`src/rtl/bf8b_pkg.sv`:
```
`default_nettype none
// ============================================================================
// Module      : bf8b_pkg
// Description : Shared constants and types for the byte-wide fetch front end.
// Revision    : 1.0 - initial release
// ============================================================================
package bf8b_pkg;

    localparam int DEF_M_WIDTH    = 8;
    localparam int DEF_ADDR_WIDTH = 8;
    localparam int DEF_INST_WIDTH = 32;

    localparam logic [6:0] OP_LUI     = 7'b0110111;
    localparam logic [6:0] OP_AUIPC   = 7'b0010111;
    localparam logic [6:0] OP_JAL     = 7'b1101111;
    localparam logic [6:0] OP_JALR    = 7'b1100111;
    localparam logic [6:0] OP_BRANCH  = 7'b1100011;
    localparam logic [6:0] OP_LOAD    = 7'b0000011;
    localparam logic [6:0] OP_STORE   = 7'b0100011;
    localparam logic [6:0] OP_IMM     = 7'b0010011;
    localparam logic [6:0] OP_INTEGER = 7'b0110011;

    typedef enum logic [1:0] {
        IDLE  = 2'd0,
        FETCH = 2'd1,
        DONE  = 2'd2
    } fetch_state_t;

endpackage
`default_nettype wire

```
`src/rtl/inst_fetch.sv`:
```
`default_nettype none
// ============================================================================
// Module      : inst_fetch
// Description : Assembles one instruction from consecutive byte reads and
//               hands it to the decoder with a single-cycle valid pulse.
// Revision    : 1.0 - initial release
// ============================================================================
module inst_fetch
    import bf8b_pkg::*;
#(
    parameter int M_WIDTH    = DEF_M_WIDTH,
    parameter int ADDR_WIDTH = DEF_ADDR_WIDTH,
    parameter int INST_WIDTH = DEF_INST_WIDTH
) (
    input  logic                  clk,
    input  logic                  rst,
    input  logic                  start,
    input  logic [ADDR_WIDTH-1:0] pc,
    input  logic                  flush,
    output logic                  mem_rd,
    output logic [ADDR_WIDTH-1:0] mem_addr,
    input  logic [M_WIDTH-1:0]    mem_data,
    input  logic                  mem_valid,
    output logic [INST_WIDTH-1:0] inst,
    output logic                  inst_valid,
    output logic                  busy,
    output logic                  fault
);

    localparam int INST_BYTES = INST_WIDTH / M_WIDTH;
    localparam int CNT_W      = $clog2(INST_BYTES);

    fetch_state_t          r_state;
    fetch_state_t          w_next;
    logic [ADDR_WIDTH-1:0] r_base;
    logic [CNT_W-1:0]      r_cnt;
    logic [INST_WIDTH-1:0] r_buf;
    logic [INST_WIDTH-1:0] r_inst;
    logic [INST_WIDTH-1:0] w_word;
    logic                  r_fault;
    logic                  w_aligned;
    logic                  w_last;

    assign w_aligned = (pc[CNT_W-1:0] == '0);
    assign w_last    = (r_cnt == CNT_W'(INST_BYTES - 1));
    assign inst      = r_inst;
    assign fault     = r_fault;

    // Buffer with the current beat merged in; the final beat's word goes
    // straight to inst so it is valid in the same cycle as inst_valid.
    always_comb begin
        w_word = r_buf;
        w_word[M_WIDTH*r_cnt +: M_WIDTH] = mem_data;
    end

    always_ff @(posedge clk or posedge rst) begin
        if (rst) begin
            r_state <= IDLE;
        end else begin
            r_state <= w_next;
        end
    end

    always_comb begin
        w_next     = r_state;
        mem_rd     = 1'b0;
        mem_addr   = '0;
        inst_valid = 1'b0;
        busy       = 1'b0;
        case (r_state)
            IDLE: begin
                if (start && w_aligned) begin
                    w_next = FETCH;
                end
            end
            FETCH: begin
                mem_rd   = 1'b1;
                busy     = 1'b1;
                mem_addr = r_base + ADDR_WIDTH'(r_cnt);
                if (mem_valid && w_last) begin
                    w_next = DONE;
                end
            end
            DONE: begin
                inst_valid = 1'b1;
                busy       = 1'b1;
                w_next     = IDLE;
            end
            default: w_next = IDLE;
        endcase
        if (flush) begin
            w_next = IDLE;
        end
    end

    always_ff @(posedge clk or posedge rst) begin
        if (rst) begin
            r_base  <= '0;
            r_cnt   <= '0;
            r_buf   <= '0;
            r_inst  <= '0;
            r_fault <= 1'b0;
        end else begin
            r_fault <= (r_state == IDLE) && start && !w_aligned && !flush;
            if (!flush) begin
                if (r_state == IDLE && start && w_aligned) begin
                    r_base <= pc;
                    r_cnt  <= '0;
                end else if (r_state == FETCH && mem_valid) begin
                    r_buf <= w_word;
                    r_cnt <= r_cnt + 1'b1;
                    if (w_last) begin
                        r_inst <= w_word;
                    end
                end
            end
        end
    end

endmodule
`default_nettype wire

```
`config.mk`:
```
export PLATFORM = sky130hd
export DESIGN_NAME = inst_fetch
export DESIGN_NICKNAME = d
export VERILOG_FILES = /design/src/rtl/bf8b_pkg.sv /design/src/rtl/inst_fetch.sv
export SDC_FILE = /design/constraint.sdc
export NUM_CORES = 1
export LEC_CHECK = 0
export BUFFER_PORTS_ARGS = -buffer_cell sky130_fd_sc_hd__buf_4
export CAP_MARGIN = 20
export CORE_MARGIN = 2
export CORE_UTILIZATION = 24
export DETAILED_ROUTE_END_ITERATION = 8
export PLACE_DENSITY = 0.44
export SLEW_MARGIN = 20
export SYNTH_ARGS = -nofsm -noshare
export SYNTH_HDL_FRONTEND = slang
export SYNTH_SLANG_ARGS = --single-unit
```
`constraint.sdc`:
```
create_clock -name clk -period 2.3 [get_ports clk]
set_clock_uncertainty 0.2 [all_clocks]
set_input_delay 0.115 -clock clk [delete_from_list [all_inputs] [get_ports clk]]
set_output_delay 0.115 -clock clk [all_outputs]
set_load 0.05 [all_outputs]
```
==> reports/results.tsv <==
stage	metric	value	unit
outcome	status	finished, final reports clean	
route	viasPerCell	4.56	
floorplanning	rows	43	
route	dr.pass1.iters	4	
timing	fin_crit	2.23	ns
floorplanning	dieWidth	124	um
global_routing	antenna_found_initial	0	
synth	synth-edff-count	0	
synth	syn-num-nets	324	
timing	tightest_slew	0.553	ns
synth	yosysTopAreaCell	dfrtp_1	
power_and_ir_drop	ir_drop	0.000359	V
global_routing	overflow	0	
finish	syn_to_final_growth	35.8	%
setup_path	worstPathArrival	1.91	ns
finish	drive_above_1_share	38.6	%
synth	synth_area_leaders	dfrtp_1, mux2_2, a22o_1	
setup_path	startpoint_type	flop	
finish	fill_cells	1457	
clock_network	cts.sinks	69	
run	maxCapViolCount	0	
place	port_buffers	64	
place	hpwl	6430	um
synth	synthTopCellsByCount	dfrtp_1, mux2_2, inv_1, o22ai_1, a22o_1	
floorplanning	die-area	15400	sq um
synth	yosysTopAreaCellShare	49.8	%
setup_path	crit_type	reg2out	
place	placed_cell_area	4230	sq um
route	dr.first_iter.drc_count	121	
route	route.detailed.drc	0	
global_routing	grt_pass1_wl	14100	um
synth	yosys_warnings	0	
clock_network	clk_latency	0.33	ns
setup_path	end_kind	output pin	
route	wl_per_cell	15.6	um
global_routing	grt_max_degree	40	
timing	slew_viol_final	0	
setup_path	crit_chain	ha_1 -> fa_2 -> inv_1 -> or3_1 -> a21oi_1 -> buf_4	
clock_network	clk_pin_slew	0.06	ns
route	routed_wl	8920	um
synth	synth_cells	291	
setup_path	critPathMaxFanout	3	
timing	rsz0062_at_grt	yes	
timing	max_freq	0.449	GHz
clock_network	root_buffer	clkbuf_16	
place	place_congestion	0.755	
finish	diodes	0	
timing	finalSetupViolCount	0	
synth	synth_flop_cell	dfrtp_1	
floorplanning	dieHeight	124	um
finish	fin_nets	420	
finish	final_area	4710	sq um
clock_network	cts_tree	built	
floorplanning	floorplan.initialDensity	24.8	%
synth	postSynthAreaPerCell	11.9	sq um
synth	ys_ff_latch	69	
synth	ys_types	44	
global_routing	grt_pass1_vias	2584	
route	num_vias	2605	
timing	min_period_over_period	96.8	%
timing	final_hold_viol_count	0	
synth	synth.most_common_cell	dfrtp_1	
synth	synthArstFlopShare	100	%
synth	netlist_area	3470	sq um
timing	setup_tns	0	ns
floorplanning	core-area	14000	sq um
clock_network	numCtsBuffers	9	
synth	ys_seq_area_share	49.8	%
route	drtAntennaViolNets	0	
power_and_ir_drop	p_leak	2.21	nW
setup_path	required	1.99	ns
global_routing	grt_usage	12.3	%
clock_network	clockBufferDepth	2	
clock_network	htreeDepth	3	
power_and_ir_drop	powerDensity	928	nW/um^2
floorplanning	boundaryPins	65	
setup_path	crit_path_top_delay_cell	dfrtp_2	
timing	slew_headroom	62.9	%
setup_path	max_stage_delay	0.36	ns
hold_path	hp-class	in2reg	
## layout make-up
cell class | instances | area (sq um) | share of cell area, %
sequential | 69 | 1730 | 36.7
multi-input combinational | 176 | 1550 | 33.0
timing repair buffer | 98 | 807 | 17.1
clock buffer | 11 | 243 | 5.16
tap | 180 | 225 | 4.79
inverter | 33 | 124 | 2.63
clock inverter | 4 | 25.0 | 0.532
## state kept, by name (all words and copies together) (netlist names)
name     cells
r_state      2
fault        1
inst        32
r_base       8
r_buf       24
r_cnt        2
## logic make-up after synthesis
kind of cell,count (synthesis),synth area share [%]
DFF,69,49.8
xor gates and xnor gates,2,0.506
buffers and inverters,46,5.81
adders and majority gates,12,4.55
muxes,41,13.3
AOI/OAI and AO/OA,60,12.5
and+or+nand+nor,61,13.5
## metal layers
layer	global-route usage, %	share of wire [%]	vias to the layer above
met5	0	0	-
met4	4.49	1.6	0
met3	3.48	5.1	11
met2	18.7	46	59
met1	16.7	47	1296
li1	-	-	1239
## power by group
part           internal (mW)  leakage (nW)  total (mW)  switching [mW]
Clock                  0.749         0.127        1.28           0.529
Combinational          0.624          1.14        1.62           0.994
Sequential              1.36         0.942        1.47           0.110
## worst paths after layout
check,startpoint,endpoint,slack [ns],cells after the start
worst max register to register,r_cnt[0]$_DFFE_PP0P_,inst[28]$_DFFE_PP0P_,0.12,7
worst min-delay path,mem_valid,r_state[0]$_DFFE_PP0P_,0.009,4
max in group asynchronous,rst,r_cnt[1]$_DFFE_PP0P_,1.23,4
worst min register to register,r_buf[18]$_DFFE_PP0P_,r_buf[18]$_DFFE_PP0P_,0.30,1
min in group asynchronous,rst,r_base[2]$_DFFE_PP0P_,0.08,3
worst max-delay path,r_cnt[0]$_DFFE_PP0P_,mem_addr[6],0.07,6
## critical path, delay by kind of cell (launching register included)
family	cells	cell delay [ns]
AOI/OAI and AO/OA	1	0.16
adders and majority gates	2	0.46
and+or+nand+nor	1	0.33
buffers and inverters	2	0.27
DFF	1	0.36
## through the flow
| step | hold WS [ns] | instances | power [mW] | worst slack, ns | utilization (%) |
|---|---|---|---|---|---|
| 2_1_floorplan | -0.0115 | 291 | 2.58 | -0.0431 | - |
| 3_3_place_gp | -0.113 | 537 | 3.02 | 0.154 | 30.3 |
| 3_5_place_dp | -0.115 | 537 | 3.05 | 0.0787 | 30.3 |
| 4_1_cts | 0.00545 | 571 | 4.40 | 0.0195 | 33.5 |
| 5_1_grt | 0.0340 | 571 | 4.64 | -0.0159 | 33.6 |
| 6_report | 0.00886 | 571 | 4.37 | 0.0741 | 33.6 |
## layout by cell type (no fill, tap or decap), types with 4 or more instances in the layout
cell,count
a21oi_1,4
a22o_1,21
and3b_1,4
buf_4,78
clkbuf_16,9
dfrtp_1,67
dlygate4sd3_1,17
ha_1,10
inv_1,32
mux2_2,39
nand2_1,13
nand3_1,5
nand3b_1,9
o22ai_1,24
## timing repair
action                                  in CTS  in global routing
hold endpoints to repair                    98                  0
endpoints found under the setup margin       4                  7
gates cloned                                 0                  0
hold buffers                                17                  0
gates resized for setup                      3                  4
pin swaps                                    0                  1
buffers inserted                             2                  0
Note: power is estimated with default switching activity, not from simulation.
